## config.mk

```make
export PLATFORM = sky130hd
export DESIGN_NAME = regfile_bypass
export DESIGN_NICKNAME = d
export VERILOG_FILES = /design/src/rtl/regfile_bypass.sv
export SDC_FILE = /design/constraint.sdc
export NUM_CORES = 1
export LEC_CHECK = 0
export ABC_AREA = 1
export CAP_MARGIN = 20
export CORE_MARGIN = 10
export CORE_UTILIZATION = 40
export DETAILED_ROUTE_END_ITERATION = 10
export MAX_ROUTING_LAYER = met4
export PLACE_DENSITY = 0.59
export RECOVER_POWER = 25
export REMOVE_ABC_BUFFERS = 1
export SLEW_MARGIN = 20
export SYNTH_ARGS = -nofsm -noshare
export SYNTH_HDL_FRONTEND = slang
export SYNTH_SLANG_ARGS = --single-unit
```

## constraint.sdc

```tcl
create_clock -name clk -period 1.6 [get_ports clk]
set_clock_uncertainty 0.05 [all_clocks]
set_input_delay 0.48 -clock clk [delete_from_list [all_inputs] [get_ports clk]]
set_output_delay 0.48 -clock clk [all_outputs]
set_load 0.02 [all_outputs]
```

## src/rtl/regfile_bypass.sv

```systemverilog
// regfile_bypass
//   Parametrised register file for the MIPS datapath: two registered read
//   ports (decode side), one write port (writeback side), same-cycle
//   write-to-read bypass, optional hardwired-zero entry 0, asynchronous reset
//   of the whole array and a sequenced bulk-clear engine.
//
// Ports
//   clk          system clock, all state on the rising edge
//   rst_n        asynchronous active-low reset
//   wr_en        write strobe (honoured in IDLE only)
//   wr_addr      write address
//   wr_data      write data
//   rd_addr_a/b  read addresses, sampled every cycle
//   rd_data_a/b  registered read data, one cycle after the address
//   clear_req    single-cycle request to zero the whole array
//   busy         high while the clear sweep runs
//   clear_done   one-cycle pulse on the edge the sweep finishes
//   dbgState     current FSM state (0 = IDLE, 1 = CLEAR)
//
// Clear handshake: clear_req is a one-cycle request that is accepted only
// while busy is low; busy rises on the edge after acceptance, stays high for
// exactly DEPTH cycles, and falls on the same edge that raises clear_done for
// one cycle. A request presented while clear_done is high starts a new sweep.
module regfile_bypass #(
   parameter int DATA_WIDTH = 32,
   parameter int ADDR_WIDTH = 4,
   parameter bit ZERO_REG   = 1'b0
) (
   input  logic                  clk,
   input  logic                  rst_n,
   input  logic                  wr_en,
   input  logic [ADDR_WIDTH-1:0] wr_addr,
   input  logic [DATA_WIDTH-1:0] wr_data,
   input  logic [ADDR_WIDTH-1:0] rd_addr_a,
   input  logic [ADDR_WIDTH-1:0] rd_addr_b,
   output logic [DATA_WIDTH-1:0] rd_data_a,
   output logic [DATA_WIDTH-1:0] rd_data_b,
   input  logic                  clear_req,
   output logic                  busy,
   output logic                  clear_done,
   output logic                  dbgState
);

   localparam int DEPTH = 2 ** ADDR_WIDTH;

   typedef enum logic {
      IDLE  = 1'b0,
      CLEAR = 1'b1
   } stateE;

   stateE                 state;
   stateE                 nextState;
   logic [ADDR_WIDTH-1:0] cnt;
   logic [DATA_WIDTH-1:0] mem [DEPTH];
   logic                  wrAct;
   logic                  sweepLast;
   logic [DATA_WIDTH-1:0] nextRdA;
   logic [DATA_WIDTH-1:0] nextRdB;

   // A write only lands in IDLE, and never on the hardwired-zero entry.
   assign wrAct     = wr_en && (state == IDLE) && !(ZERO_REG && (wr_addr == '0));
   // cnt spans the full address range, so all-ones marks the final entry.
   assign sweepLast = (state == CLEAR) && (&cnt);

   assign busy     = (state == CLEAR);
   assign dbgState = state;

   // State register
   always_ff @(posedge clk or negedge rst_n) begin
      if (!rst_n) begin
         state <= IDLE;
      end else begin
         state <= nextState;
      end
   end

   // Next-state logic
   always_comb begin
      nextState = state;
      case (state)
         IDLE:    if (clear_req) nextState = CLEAR;
         CLEAR:   if (sweepLast) nextState = IDLE;
         default: nextState = IDLE;
      endcase
   end

   // Sweep counter and completion pulse. cnt wraps naturally to 0 after
   // the last entry, which is also where it must sit in IDLE.
   always_ff @(posedge clk or negedge rst_n) begin
      if (!rst_n) begin
         cnt        <= '0;
         clear_done <= 1'b0;
      end else begin
         clear_done <= sweepLast;
         if (state == CLEAR) begin
            cnt <= cnt + 1'b1;
         end else begin
            cnt <= '0;
         end
      end
   end

   // Storage array with asynchronous reset of every entry.
   always_ff @(posedge clk or negedge rst_n) begin
      if (!rst_n) begin
         for (int i = 0; i < DEPTH; i++) begin
            mem[i] <= '0;
         end
      end else if (state == CLEAR) begin
         mem[cnt] <= '0;
      end else if (wrAct) begin
         mem[wr_addr] <= wr_data;
      end
   end

   // Read data selection: write-first bypass, then zero forcing for the
   // hardwired entry and for the whole sweep.
   always_comb begin
      nextRdA = mem[rd_addr_a];
      nextRdB = mem[rd_addr_b];
      if (wrAct && (rd_addr_a == wr_addr)) nextRdA = wr_data;
      if (wrAct && (rd_addr_b == wr_addr)) nextRdB = wr_data;
      if ((state == CLEAR) || (ZERO_REG && (rd_addr_a == '0))) nextRdA = '0;
      if ((state == CLEAR) || (ZERO_REG && (rd_addr_b == '0))) nextRdB = '0;
   end

   always_ff @(posedge clk or negedge rst_n) begin
      if (!rst_n) begin
         rd_data_a <= '0;
         rd_data_b <= '0;
      end else begin
         rd_data_a <= nextRdA;
         rd_data_b <= nextRdB;
      end
   end

endmodule

```

==> flow_summary.ini <==
[sta]
holdWs_ns = 0.351
report.final.hold_viol_count = 0
period_share_pct = 126
setup_viol = 879
worst-slew-pin-transition_ns = 1.14
maxSlewViolCount = 0
layout_min_cycle_time_ns = 2.02
max-slew-margin-rel_pct = 23.7
fin_setup_tns_ns = -192.14
rsz0062_at_grt = yes
fin_ws_ns = -0.419
fmaxAchievable_mhz = 495

[clock_tree]
cts_htree_levels = 3
cts_num_sinks = 582
cts_max_path_buffers = 3
cts_root_buf = clkbuf_16
clkLatencyLatePin_ns = 0.64
cts_tree = done
cts_buffers = 69
clkSlewWorstSetupHoldPaths_ns = 0.06

[pwr]
power.leakage_nw = 23.2
p_per_area_nw_per_um2 = 1260
peakVddDrop_mv = 0.848

[setup_path]
reg2reg_from = busy
crit_fanout = 6
cp.required_ns = 2.05
path_cells = buf_6 > nor2_4 > buf_6 > buf_12 > nand4_1 > buf_6 > o21ai_4 > buf_12 > clkbuf_16 > o22ai_2
r2r_cells = 10
critPathCaptureType = flip-flop
crit_family = buffers and inverters
worst_ep_arrival_time_ns = 2.47
r2r-end = mem[76]
crit_slowest_cell = dfrtp_2
path_common_cell = buf_6
slowest_delay_ns = 0.44
cp.depth = 10
endpoint = mem[76]
setup.worst_path.class = reg -> reg
r2r_slack_ns = -0.42
cp-startpoint = busy
critPathLaunchType = flip-flop
critical_path_buf_inv_count = 6

[drt]
via_count = 35600
drt_pass1_iterations = 6
via_per_inst = 6.05
wirelength_mm = 154
ant_nets = 0
wl_per_cell_um = 26.1
drt_iter0_drc = 5082
drc = 0

[finish]
fillers = 7063
nNetsFinal = 4834
fin_area_um2 = 45200
synthToLayoutAreaGrowth_pct = 41.3
layout_common_cells = nand2_1 (1,144), nand3_1 (955), inv_1 (650), dfrtp_1 (581), buf_4 (249)
drive_gt1_share_pct = 23.0
final_common_cell = nand2_1

[global_route]
grt_pass1_wl_mm = 217
grt_pass1_vias = 33000
grt_max_degree = 63
antenna_found_initial = 3
overflow = 0
grt_use_total_pct = 32.1

[yosys]
avgSynthCellArea_um2 = 7.20
yosys.cell_types.count = 23
ys_ff_latch = 582
yosys_warnings = 0
synthCells = 4444
synth_area_um2 = 32000
synth_top_area_share_pct = 45.5
synth_area_leaders = dfrtp_1 (46%), nand3_1 (15%), nand2_1 (14%), o22ai_1 (9.4%), inv_1 (7.7%)
synth_top_area_cell = dfrtp_1
yosysSeqAreaShare_pct = 45.5

[floorplanning]
die_w_um = 303
io_pins = 115
start_util_pct = 40.4
die_y_um = 303
die-area_um2 = 91700
rows = 103
core_area_um2 = 79100

[placed_design]
placement.io_buffers = 114
place_area_um2 = 38000
dp_slack_ns = -0.996
dp_hpwl_mm = 91.5
gp_congestion = 0.945

[worst_hold_path]
holdPathStages = 3
worstHoldPathType = in -> reg

[outcome]
violations = setup timing
status = complete, but fails checks

[job]
cap_violations = 0
-- area by class of cell --
class / count / area, um^2 / share of cell area, %
inverters: 666 / 2530 / 5.60
repair buffers: 637 / 8360 / 18.5
flip-flops and latches: 582 / 14600 / 32.2
diodes: 2 / 5.00 / 0.0111
well taps: 1050 / 1310 / 2.91
multi-input cells: 2826 / 16200 / 35.8
clock buffers: 108 / 2130 / 4.70
clock inverters: 16 / 136 / 0.302
-- metrics by stage --
stage	util, %	std cells	power, mW
2_1_floorplan	-	4074	26.8
3_3_place_gp	48.0	5669	34.9
3_5_place_dp	48.0	5669	35.1
4_1_cts	53.8	5853	53.2
5_1_grt	57.1	5887	59.0
6_report	57.1	5887	56.9
-- worst register-to-register path: stages (launching register included) --
cell       delay, ns
dfrtp_2         0.44
buf_6           0.15
nor2_4          0.19
buf_6           0.15
buf_12          0.10
nand4_1         0.13
buf_6           0.18
o21ai_4         0.08
buf_12          0.17
clkbuf_16       0.17
o22ai_2         0.07
-- routing by layer --
layer / part of all wire (%) / global-route usage, % / up-vias
met5: 0 / - / -
met4: 6.4 / 14.5 / 0
met3: 12 / 7.32 / 582
met2: 43 / 46.2 / 2720
met1: 38 / 42.8 / 17100
li1: - / - / 15300
-- where the power goes --
| group | leakage (nW) | internal, mW | switching [mW] |
|---|---|---|---|
| sequential | 8.07 | 17.3 | 0.818 |
| clock | 1.11 | 9.32 | 6.70 |
| combinational | 14.0 | 9.08 | 13.6 |
| total | 23.2 | 35.7 | 21.2 |
-- cell usage after synthesis (all sizes together) --
cell and instances:
a21oi 2, a22oi 32, buf 221, clkbuf 149, dfrtp 582, ha 4, inv 666, nand2 1175
nand3 964, nand4 6, nor2 86, o21ai 75, o22ai 480, xnor2 1, xor2 1
-- sequential cells by signal, summed over array words and instances, names as in the netlist --
register    count
rd_data_b      32
cnt             4
busy            1
rd_data_a      32
mem           512
clear_done      1
-- cells by family after synthesis --
logic type               share of synthesized area (%)
AO/OA/AOI/OAI                                     11.4
XOR/XNOR                                        0.0548
adder cells (fa/ha/maj)                          0.156
buffers and inverters                             12.9
flip-flops                                        45.5
AND/OR/NAND/NOR                                   30.0
-- what timing repair did --
action                                  4_1_cts  5_1_grt
setup buffers                                33       19
pin swaps                                    56       27
gates cloned                                 29       22
endpoints found under the setup margin      643      643
endpoints found under the hold margin        11        0
resized for setup                           685      366
hold buffers                                  1        0
-- how the worst min path moves through the flow --
stage,startpoint,slack [ns],endpoint
2_1_floorplan,rst_n,0.13,busy
3_3_place_gp,rst_n,0.37,mem[119]
3_5_place_dp,rst_n,0.36,mem[119]
4_1_cts,rst_n,0.28,mem[119]
5_1_grt,clear_req,0.36,busy
6_report,clear_req,0.35,busy
(Power assumes the default switching activity.)
